### src/rtl/memory_stage_pkg.sv
// Shared widths and the data-memory access FSM state type for the memory stage.
package memory_stage_pkg;

    localparam int unsigned DEF_DATA_W = 16;
    localparam int unsigned DEF_REG_W  = 4;

    typedef enum logic [1:0] {
        ST_IDLE   = 2'd0,
        ST_ACCESS = 2'd1,
        ST_DONE   = 2'd2
    } mem_state_e;

endpackage : memory_stage_pkg

### src/rtl/dff.sv
// Generic enabled register with synchronous active-low clear.
module dff #(
    parameter int unsigned W = 1
) (
    input  logic         clk,
    input  logic         rst_n,
    input  logic         wen,
    input  logic [W-1:0] d,
    output logic [W-1:0] q
);

    // Clear on reset, otherwise load when enabled.
    always_ff @(posedge clk) begin
        if (!rst_n) begin
            q <= '0;
        end else if (wen) begin
            q <= d;
        end
    end

endmodule : dff

### src/rtl/dmem_access_fsm.sv
// Sequences one data-memory access per captured memory instruction.
module dmem_access_fsm
    import memory_stage_pkg::*;
(
    input  logic       clk,
    input  logic       rst_n,
    input  logic       cap,
    input  logic       rd_en,
    input  logic       wr_en,
    input  logic       dmem_ready,
    output mem_state_e state,
    output logic       dmem_req,
    output logic       mem_busy,
    output logic       ld_en
);

    mem_state_e state_nxt;

    // State register.
    always_ff @(posedge clk) begin
        if (!rst_n) begin
            state <= ST_IDLE;
        end else begin
            state <= state_nxt;
        end
    end

    // Next state: a capture always decides the new state; otherwise ACCESS waits for ready.
    always_comb begin
        state_nxt = state;
        if (cap) begin
            state_nxt = (rd_en || wr_en) ? ST_ACCESS : ST_IDLE;
        end else if (state == ST_ACCESS && dmem_ready) begin
            state_nxt = ST_DONE;
        end
    end

    // Outputs: request is a pure state decode, busy drops in the ready cycle.
    always_comb begin
        dmem_req = 1'b0;
        mem_busy = 1'b0;
        ld_en    = 1'b0;
        if (state == ST_ACCESS) begin
            dmem_req = 1'b1;
            mem_busy = ~dmem_ready;
            ld_en    = dmem_ready & ~cap;
        end
    end

endmodule : dmem_access_fsm

### src/rtl/memory_stage.sv
// Memory pipeline stage: E->M register, data-memory handshake and writeback outputs.
module memory_stage
    import memory_stage_pkg::*;
#(
    parameter int unsigned DATA_W = DEF_DATA_W,
    parameter int unsigned REG_W  = DEF_REG_W
) (
    input  logic              clk,
    input  logic              rst_n,
    input  logic              stall,
    input  logic [DATA_W-1:0] e_alu_result,
    input  logic [DATA_W-1:0] e_reg_rt,
    input  logic [REG_W-1:0]  e_rd,
    input  logic              e_mem_write_en,
    input  logic              e_mem_read_en,
    input  logic              e_reg_write_en,
    input  logic              e_reg_write_src,
    input  logic              e_halt,
    input  logic              mem_mem_forwarding,
    input  logic [DATA_W-1:0] w_reg_write_data,
    input  logic [DATA_W-1:0] dmem_rdata,
    input  logic              dmem_ready,
    output logic              dmem_req,
    output logic              dmem_we,
    output logic [DATA_W-1:0] dmem_addr,
    output logic [DATA_W-1:0] dmem_wdata,
    output logic [DATA_W-1:0] m_alu_result,
    output logic [DATA_W-1:0] m_mem_data,
    output logic [REG_W-1:0]  m_rd,
    output logic              m_reg_write_en,
    output logic              m_reg_write_src,
    output logic              m_halt,
    output logic              mem_busy
);

    localparam int unsigned PIPE_W = DATA_W + REG_W + 5;

    logic              cap;
    logic [PIPE_W-1:0] pipe_d;
    logic [PIPE_W-1:0] pipe_q;
    logic [DATA_W-1:0] alu_result;
    logic              mem_write_en;
    logic              mem_read_en;
    logic [DATA_W-1:0] st_data;
    logic [DATA_W-1:0] st_data_d;
    logic [DATA_W-1:0] ld_data;
    logic              ld_en;
    logic              ld_we;
    mem_state_e        state;

    // The stage advances only when neither the hazard unit nor the memory holds it.
    assign cap = ~stall & ~mem_busy;

    // Main E->M pipeline register.
    assign pipe_d = {e_alu_result, e_rd, e_mem_write_en, e_mem_read_en,
                     e_reg_write_en, e_reg_write_src, e_halt};

    dff #(.W(PIPE_W)) u_pipe (
        .clk   (clk),
        .rst_n (rst_n),
        .wen   (cap),
        .d     (pipe_d),
        .q     (pipe_q)
    );

    assign {alu_result, m_rd, mem_write_en, mem_read_en,
            m_reg_write_en, m_reg_write_src, m_halt} = pipe_q;

    // Store data reloads its own forwarded output while held, so a W-stage value
    // forwarded in the first access cycle survives W moving on.
    assign st_data_d = cap ? e_reg_rt : dmem_wdata;

    dff #(.W(DATA_W)) u_st_data (
        .clk   (clk),
        .rst_n (rst_n),
        .wen   (1'b1),
        .d     (st_data_d),
        .q     (st_data)
    );

    dmem_access_fsm u_fsm (
        .clk        (clk),
        .rst_n      (rst_n),
        .cap        (cap),
        .rd_en      (e_mem_read_en),
        .wr_en      (e_mem_write_en),
        .dmem_ready (dmem_ready),
        .state      (state),
        .dmem_req   (dmem_req),
        .mem_busy   (mem_busy),
        .ld_en      (ld_en)
    );

    // Only a genuine load (write has priority) parks its data while stalled.
    assign ld_we = ld_en & mem_read_en & ~mem_write_en;

    dff #(.W(DATA_W)) u_ld_data (
        .clk   (clk),
        .rst_n (rst_n),
        .wen   (ld_we),
        .d     (dmem_rdata),
        .q     (ld_data)
    );

    // Memory-side and writeback-side datapath.
    assign dmem_wdata   = mem_mem_forwarding ? w_reg_write_data : st_data;
    assign dmem_addr    = alu_result;
    assign dmem_we      = dmem_req & mem_write_en;
    assign m_alu_result = alu_result;
    assign m_mem_data   = (state == ST_ACCESS) ? dmem_rdata : ld_data;

endmodule : memory_stage

### config.mk
export PLATFORM = sky130hd
export DESIGN_NAME = memory_stage
export DESIGN_NICKNAME = d
export VERILOG_FILES = /design/src/rtl/memory_stage_pkg.sv /design/src/rtl/dff.sv /design/src/rtl/dmem_access_fsm.sv /design/src/rtl/memory_stage.sv
export SDC_FILE = /design/constraint.sdc
export NUM_CORES = 1
export LEC_CHECK = 0
export CAP_MARGIN = 15
export CORE_MARGIN = 2
export CORE_UTILIZATION = 36
export DETAILED_ROUTE_END_ITERATION = 10
export HOLD_SLACK_MARGIN = 0.02
export PLACE_DENSITY = 0.76
export SYNTH_ARGS = -nofsm -noshare
export SYNTH_HDL_FRONTEND = slang
export SYNTH_SLANG_ARGS = --single-unit
### constraint.sdc
create_clock -name clk -period 1.4 [get_ports clk]
set_input_delay 0.21 -clock clk [delete_from_list [all_inputs] [get_ports clk]]
set_output_delay 0.21 -clock clk [all_outputs]
set_load 0.01 [all_outputs]
# [Yosys cells after proc, flatten, opt, wreduce, memory -nomap -nowiden]
# Index checks and enable logic that the tools add are counted.
[op_classes] n_eq_ne=1 muxes=9 n_bitwise=10 n_reduce_logical=3
[ops] op="$mux 16" count=3
[ops] op="$and 1x1->1" count=5
[ops] op="$not 1->1" count=5
[ops] op="$mux 1" count=4
[ops] op="$mux 2" count=2
[ops] op="$eq 2x1->1 const B" count=1
[ops] op="$reduce_bool 2->1" count=1
[ops] op="$logic_and 1x1->1" count=1
[ops] op="$logic_or 1x1->1" count=1
[word_totals] regBits=59 input_bits=78 out_inout_bits=74 word_cells=27

# [Depth between registers and ports, before layout]
[depth] depth_word=9 mapped_depth=5 depth_no_buf=3

# [Cells and area by module]
# Synthesis repeated with hierarchy kept, for this count alone.
[hier_totals] cells_unflattened=271 hier_area_um2=3125.5
[modules_own_cells] module="dff (u_ld_data ...)" instances=2 cells_each=51 area_each_um2=615.6 seq_area_each_um2=320.3
[modules_own_cells] module="dff (u_pipe)" instances=1 cells_each=80 area_each_um2=965.9 seq_area_each_um2=500.5
[modules_own_cells] module="memory_stage" instances=1 cells_each=77 area_each_um2=829.5 seq_area_each_um2=0.0
[modules_own_cells] module="dmem_access_fsm" instances=1 cells_each=12 area_each_um2=98.8 seq_area_each_um2=40.0

# [Least setup slack after synthesis]
# Ideal clock, no wire load.
[synth_timing] path_kind="flip-flop to output port" from="register u_fsm.state[1]" to="output port m_mem_data[10]" arrival_time_ns=1.337 t_required_ns=1.190 slack_ns=-0.147 path_stages_with_launch=5 path_buffers=2 path_cell_list="dfxtp_1 and2b_1 buf_2 buf_2 mux2_2"
[synth_via] elab_chain_cells=2
[synth_lines] item="start, declared" line="dmem_access_fsm.sv:11" text="output mem_state_e state,"
[synth_lines] item="start signal, assigned" line="dmem_access_fsm.sv:24" text="state <= state_nxt;"
[synth_lines] item="$eq 2x1->1" line="memory_stage.sv:110" text="assign m_mem_data = (state == ST_ACCESS) ? dmem_rdata : ld_data;"
[synth_lines] item="$mux 16" line="memory_stage.sv:110"
[synth_lines] item="end, declared" line="memory_stage.sv:28" text="output logic [DATA_W-1:0] m_mem_data,"
# No other way between the ends.

# [Worst setup path after layout]
[layout_timing] from="register u_fsm.state[1]" to="output port m_mem_data[12]"
# Same word-level chain as after synthesis.

==> metrics.txt <==
# TYPE chip_impl_metric gauge
chip_impl_metric{name="clk_transition_reported_paths",unit="ns"} 0.07
chip_impl_metric{name="flow.area_growth_from_synthesis",unit="%"} 59.4
chip_impl_info{name="result_of_the_run",value="finished with violations"} 1
chip_impl_info{name="hold_class",value="in2reg"} 1
chip_impl_metric{name="ys_types",unit=""} 23
chip_impl_metric{name="dr.pass1.iters",unit=""} 4
chip_impl_metric{name="slew-limit-headroom",unit="%"} 81.7
chip_impl_metric{name="p_sw",unit="W"} 0.00112
chip_impl_metric{name="final.min_clock_period",unit="ns"} 1.77
chip_impl_info{name="synthTopCellsByArea",value="sky130_fd_sc_hd__dfxtp_1 (39%), sky130_fd_sc_hd__mux2i_1 (13%), sky130_fd_sc_hd__nand2_1 (12%)"} 1
chip_impl_info{name="crit_end_element",value="output pin"} 1
chip_impl_metric{name="num_antenna_cells",unit=""} 0
chip_impl_metric{name="fin_tns_setup",unit="ns"} -6.13
chip_impl_metric{name="hold_ws",unit="ns"} 0.236
chip_impl_info{name="critical_path.startpoint_type",value="flip-flop"} 1
chip_impl_metric{name="die_area",unit="um2"} 9150
chip_impl_metric{name="gr-total-overflow",unit=""} 0
chip_impl_metric{name="worst_reg_to_reg_setup_slack",unit="ns"} 0
chip_impl_metric{name="synth_warnings",unit=""} 0
chip_impl_metric{name="crit_path_max_incr_delay",unit="ns"} 0.32
chip_impl_metric{name="dpl.cell_count",unit=""} 550
chip_impl_metric{name="route.detailed.wl_per_inst",unit="um"} 14.3
chip_impl_metric{name="cp.required",unit="ns"} 1.19
chip_impl_metric{name="setup_viol",unit=""} 20
chip_impl_info{name="critPathTopFamily",value="buffers and inverters"} 1
chip_impl_metric{name="net_switching_share_of_the_total_power",unit="%"} 26.7
chip_impl_metric{name="dpl-instance-area",unit="um2"} 4470
chip_impl_metric{name="postRouteAntennaNets",unit=""} 0
chip_impl_info{name="cts_tree",value="done"} 1
chip_impl_metric{name="postLayoutSetupSlackWorst",unit="ns"} -0.368
chip_impl_info{name="most_frequent_standard_cell_in_the_layout_excluding_fill_and_tap_cells",value="sky130_fd_sc_hd__nand2_1"} 1
chip_impl_metric{name="synth.yosys.seq_area_share",unit="%"} 39.1
chip_impl_metric{name="largest_net_degree_at_the_start_of_global_routing",unit=""} 63
chip_impl_info{name="rr_startpoint",value="u_fsm.state[0]$_SDFFE_PN0P_"} 1
chip_impl_metric{name="start_util",unit="%"} 37.0
chip_impl_metric{name="cts.sink_count",unit=""} 59
chip_impl_metric{name="async_reset_ff_share",unit="%"} 0
chip_impl_metric{name="worst-endpoint-arrival",unit="ns"} 1.56
chip_impl_metric{name="synth-edff-count",unit=""} 0
chip_impl_info{name="cts_root_buffer",value="sky130_fd_sc_hd__clkbuf_8"} 1
chip_impl_info{name="startpoint",value="u_fsm.state[1]$_SDFFE_PN0P_"} 1
chip_impl_metric{name="detail_route.vias_per_cell",unit=""} 4.79
chip_impl_info{name="cp_slowest_cell",value="sky130_fd_sc_hd__dfxtp_1"} 1
chip_impl_metric{name="syn_inst",unit=""} 339
chip_impl_info{name="timing.critical_path.cells",value="and2b_1 -> buf_12 -> buf_8 -> mux2_4 -> buf_6"} 1
chip_impl_info{name="path_class",value="reg2out"} 1
chip_impl_metric{name="grt_first_pass_wirelength",unit="um"} 12200
chip_impl_metric{name="track_usage",unit="%"} 17.0
chip_impl_metric{name="critPathMaxFanout",unit=""} 7
chip_impl_metric{name="detail_route.iter0.violations",unit=""} 39
chip_impl_metric{name="worst_r2r_path_depth",unit=""} 6
chip_impl_info{name="synth.largest_area_cell",value="sky130_fd_sc_hd__dfxtp_1"} 1
chip_impl_info{name="rsz_0062_raised_after_global_routing",value="yes"} 1
chip_impl_metric{name="internal_power",unit="W"} 0.00309
chip_impl_metric{name="power.share.sequential",unit="%"} 43.0
chip_impl_metric{name="finalWirelength",unit="um"} 8260
chip_impl_metric{name="cts_buffers",unit=""} 9
chip_impl_info{name="violations",value="setup timing"} 1
chip_impl_metric{name="drv.max_cap_violation_count",unit=""} 0
chip_impl_metric{name="combPwrFrac",unit="%"} 23.8
chip_impl_metric{name="ios",unit=""} 152
chip_impl_metric{name="row_count",unit=""} 33
chip_impl_metric{name="die_height",unit="um"} 95.7
chip_impl_metric{name="fin_crit_sh",unit="%"} 126
chip_impl_metric{name="layout_cells_excl_fill",unit=""} 576
chip_impl_metric{name="achievable-frequency",unit="GHz"} 0.566
chip_impl_metric{name="fp.coreArea",unit="um2"} 8180
chip_impl_metric{name="cellPowerDensity",unit="nW/um2"} 875
chip_impl_metric{name="cts_hold_buffers",unit=""} 0
chip_impl_metric{name="power_frac_clock",unit="%"} 33.2
chip_impl_metric{name="finalClockSkew",unit="ns"} 0.0119
chip_impl_metric{name="worst-path-buf-inv",unit=""} 3
chip_impl_metric{name="power.leakage",unit="nW"} 2.13
chip_impl_metric{name="path_depth",unit=""} 5
chip_impl_metric{name="grt_pass1_vias",unit=""} 2636
chip_impl_info{name="rr_endpoint",value="u_pipe.q[19]$_SDFFE_PN0P_"} 1
chip_impl_metric{name="synth_largest_type_area_fraction",unit="%"} 39.1
chip_impl_metric{name="place_congestion",unit=""} 0.746
chip_impl_info{name="ys_dominant_reg_cell",value="sky130_fd_sc_hd__dfxtp_1"} 1
chip_impl_metric{name="route.detailed.drc",unit=""} 0
chip_impl_metric{name="final-max-slew-violation-count",unit=""} 0
chip_impl_info{name="final_cell_mix",value="sky130_fd_sc_hd__nand2_1 (98), sky130_fd_sc_hd__clkdlybuf4s50_1 (74), sky130_fd_sc_hd__dfxtp_1 (59)"} 1
chip_impl_metric{name="place_ws",unit="ns"} -0.541
chip_impl_metric{name="grt_antenna_before_repair",unit=""} 0
chip_impl_metric{name="num-nets-final",unit=""} 544
chip_impl_metric{name="worstSkewPairLatency",unit="ns"} 0.33
chip_impl_metric{name="worst_slew_pin_slew",unit="ns"} 0.273
chip_impl_metric{name="place.port_buffers",unit=""} 151
chip_impl_metric{name="synth-seq-cells",unit=""} 59
chip_impl_metric{name="final_layout_size_suffix_gt1_share",unit="%"} 21.9
chip_impl_metric{name="dr_total_vias",unit=""} 2757
chip_impl_info{name="setup.worst_path.end",value="m_mem_data[12]"} 1
chip_impl_metric{name="final_cell_area",unit="um2"} 4820
chip_impl_metric{name="die_width",unit="um"} 95.7
chip_impl_metric{name="max_clock_buf_depth",unit=""} 2
chip_impl_metric{name="ctsHtreeMaxLevel",unit=""} 3
chip_impl_metric{name="synth_area_per_cell",unit="um2"} 8.92
chip_impl_metric{name="power.ir.vdd_worst",unit="mV"} 0.512
chip_impl_metric{name="hold_violations",unit=""} 0
chip_impl_metric{name="syn_area",unit="um2"} 3020
chip_impl_metric{name="mapped_nets",unit=""} 417
chip_impl_metric{name="post-dp-hpwl",unit="um"} 5480
[through the flow]
stage                     utilization (%)  total power (W)
after detailed placement             54.7          0.00284
after global routing                 59.0          0.00442
final                                59.0          0.00422
after global placement               54.7          0.00282
after CTS                            58.0          0.00424
after floorplan                         -          0.00234
[cells in the mapped netlist (2+ instances only)]
cell                       count
sky130_fd_sc_hd__mux2i_1      40
sky130_fd_sc_hd__dfxtp_1      59
sky130_fd_sc_hd__clkbuf_1     14
sky130_fd_sc_hd__o21ai_0      18
sky130_fd_sc_hd__mux2_2       32
sky130_fd_sc_hd__buf_2         6
sky130_fd_sc_hd__buf_8         2
sky130_fd_sc_hd__nand2_1      98
sky130_fd_sc_hd__nor2_1        2
sky130_fd_sc_hd__o211ai_1     17
sky130_fd_sc_hd__and2_1        2
sky130_fd_sc_hd__buf_4        38
[power groups by stage]
stage	sequential, W	clock (W)	combinational (W)
2_1_floorplan	0.00184	0	0.000500
3_3_place_gp	0.00185	0	0.000972
3_5_place_dp	0.00185	0	0.000990
4_1_cts	0.00181	0.00145	0.000982
5_1_grt	0.00182	0.00151	0.00108
6_report	0.00181	0.00140	0.00100
[what timing repair did]
| item | 4_1_cts | 5_1_grt |
|---|---|---|
| resized for setup | 189 | 7 |
| setup endpoints to repair | 115 | 57 |
| setup buffers | 3 | 2 |
| cloned | 1 | 4 |
| pin swaps | 1 | 1 |
[cells by family (layout without fill, tap and decap cells)]
group	after synthesis	after routing	synth area share (%)
simple gates	108	109	14.5
buf+inv	62	193	13.4
flops	59	59	39.1
mux	72	72	25.2
compound gates	38	38	7.86
[worst min-delay path, cell delays in order]
cell and delay [ns]:
sky130_fd_sc_hd__buf_4 0.18, sky130_fd_sc_hd__nand2_1 0.08, sky130_fd_sc_hd__mux2i_1 0.05
[layer usage]
metal / up-vias / GRT usage [%] / share of wire, %
met5: - / 0 / 0
met4: 0 / 7.38 / 1.3
met3: 14 / 4.66 / 7.9
met2: 119 / 30.2 / 50
met1: 1274 / 19.0 / 40
li1: 1350 / - / -
[state kept, by name, indices dropped and copies added (netlist names)]
register and flops:
u_pipe.q 25, u_st_data.q 16, u_ld_data.q 16, u_fsm.state 2
[cell type report]
type / instances / area (um2)
Clock buffer: 11 / 151
Fill cell: 717 / 3360
Multi-Input combinational cell: 219 / 1520
Sequential cell: 59 / 1180
Tap cell: 105 / 131
Timing Repair Buffer: 177 / 1810
Clock inverter: 5 / 27.5
[worst min-delay path by stage]
stage,cells past startpoint,slack (ns),startpoint,to
3_3_place_gp,2,0.44,u_ld_data.q[3]$_SDFFE_PN0P_,u_ld_data.q[3]$_SDFFE_PN0P_
5_1_grt,3,0.23,rst_n,u_pipe.q[10]$_SDFFE_PN0P_
6_report,3,0.24,rst_n,u_pipe.q[11]$_SDFFE_PN0P_
3_5_place_dp,2,0.45,u_ld_data.q[0]$_SDFFE_PN0P_,u_ld_data.q[0]$_SDFFE_PN0P_
4_1_cts,3,0.22,rst_n,u_pipe.q[11]$_SDFFE_PN0P_
2_1_floorplan,2,0.35,e_mem_read_en,u_pipe.q[3]$_SDFFE_PN0P_
Note: power is estimated with default switching activity, not from simulation.
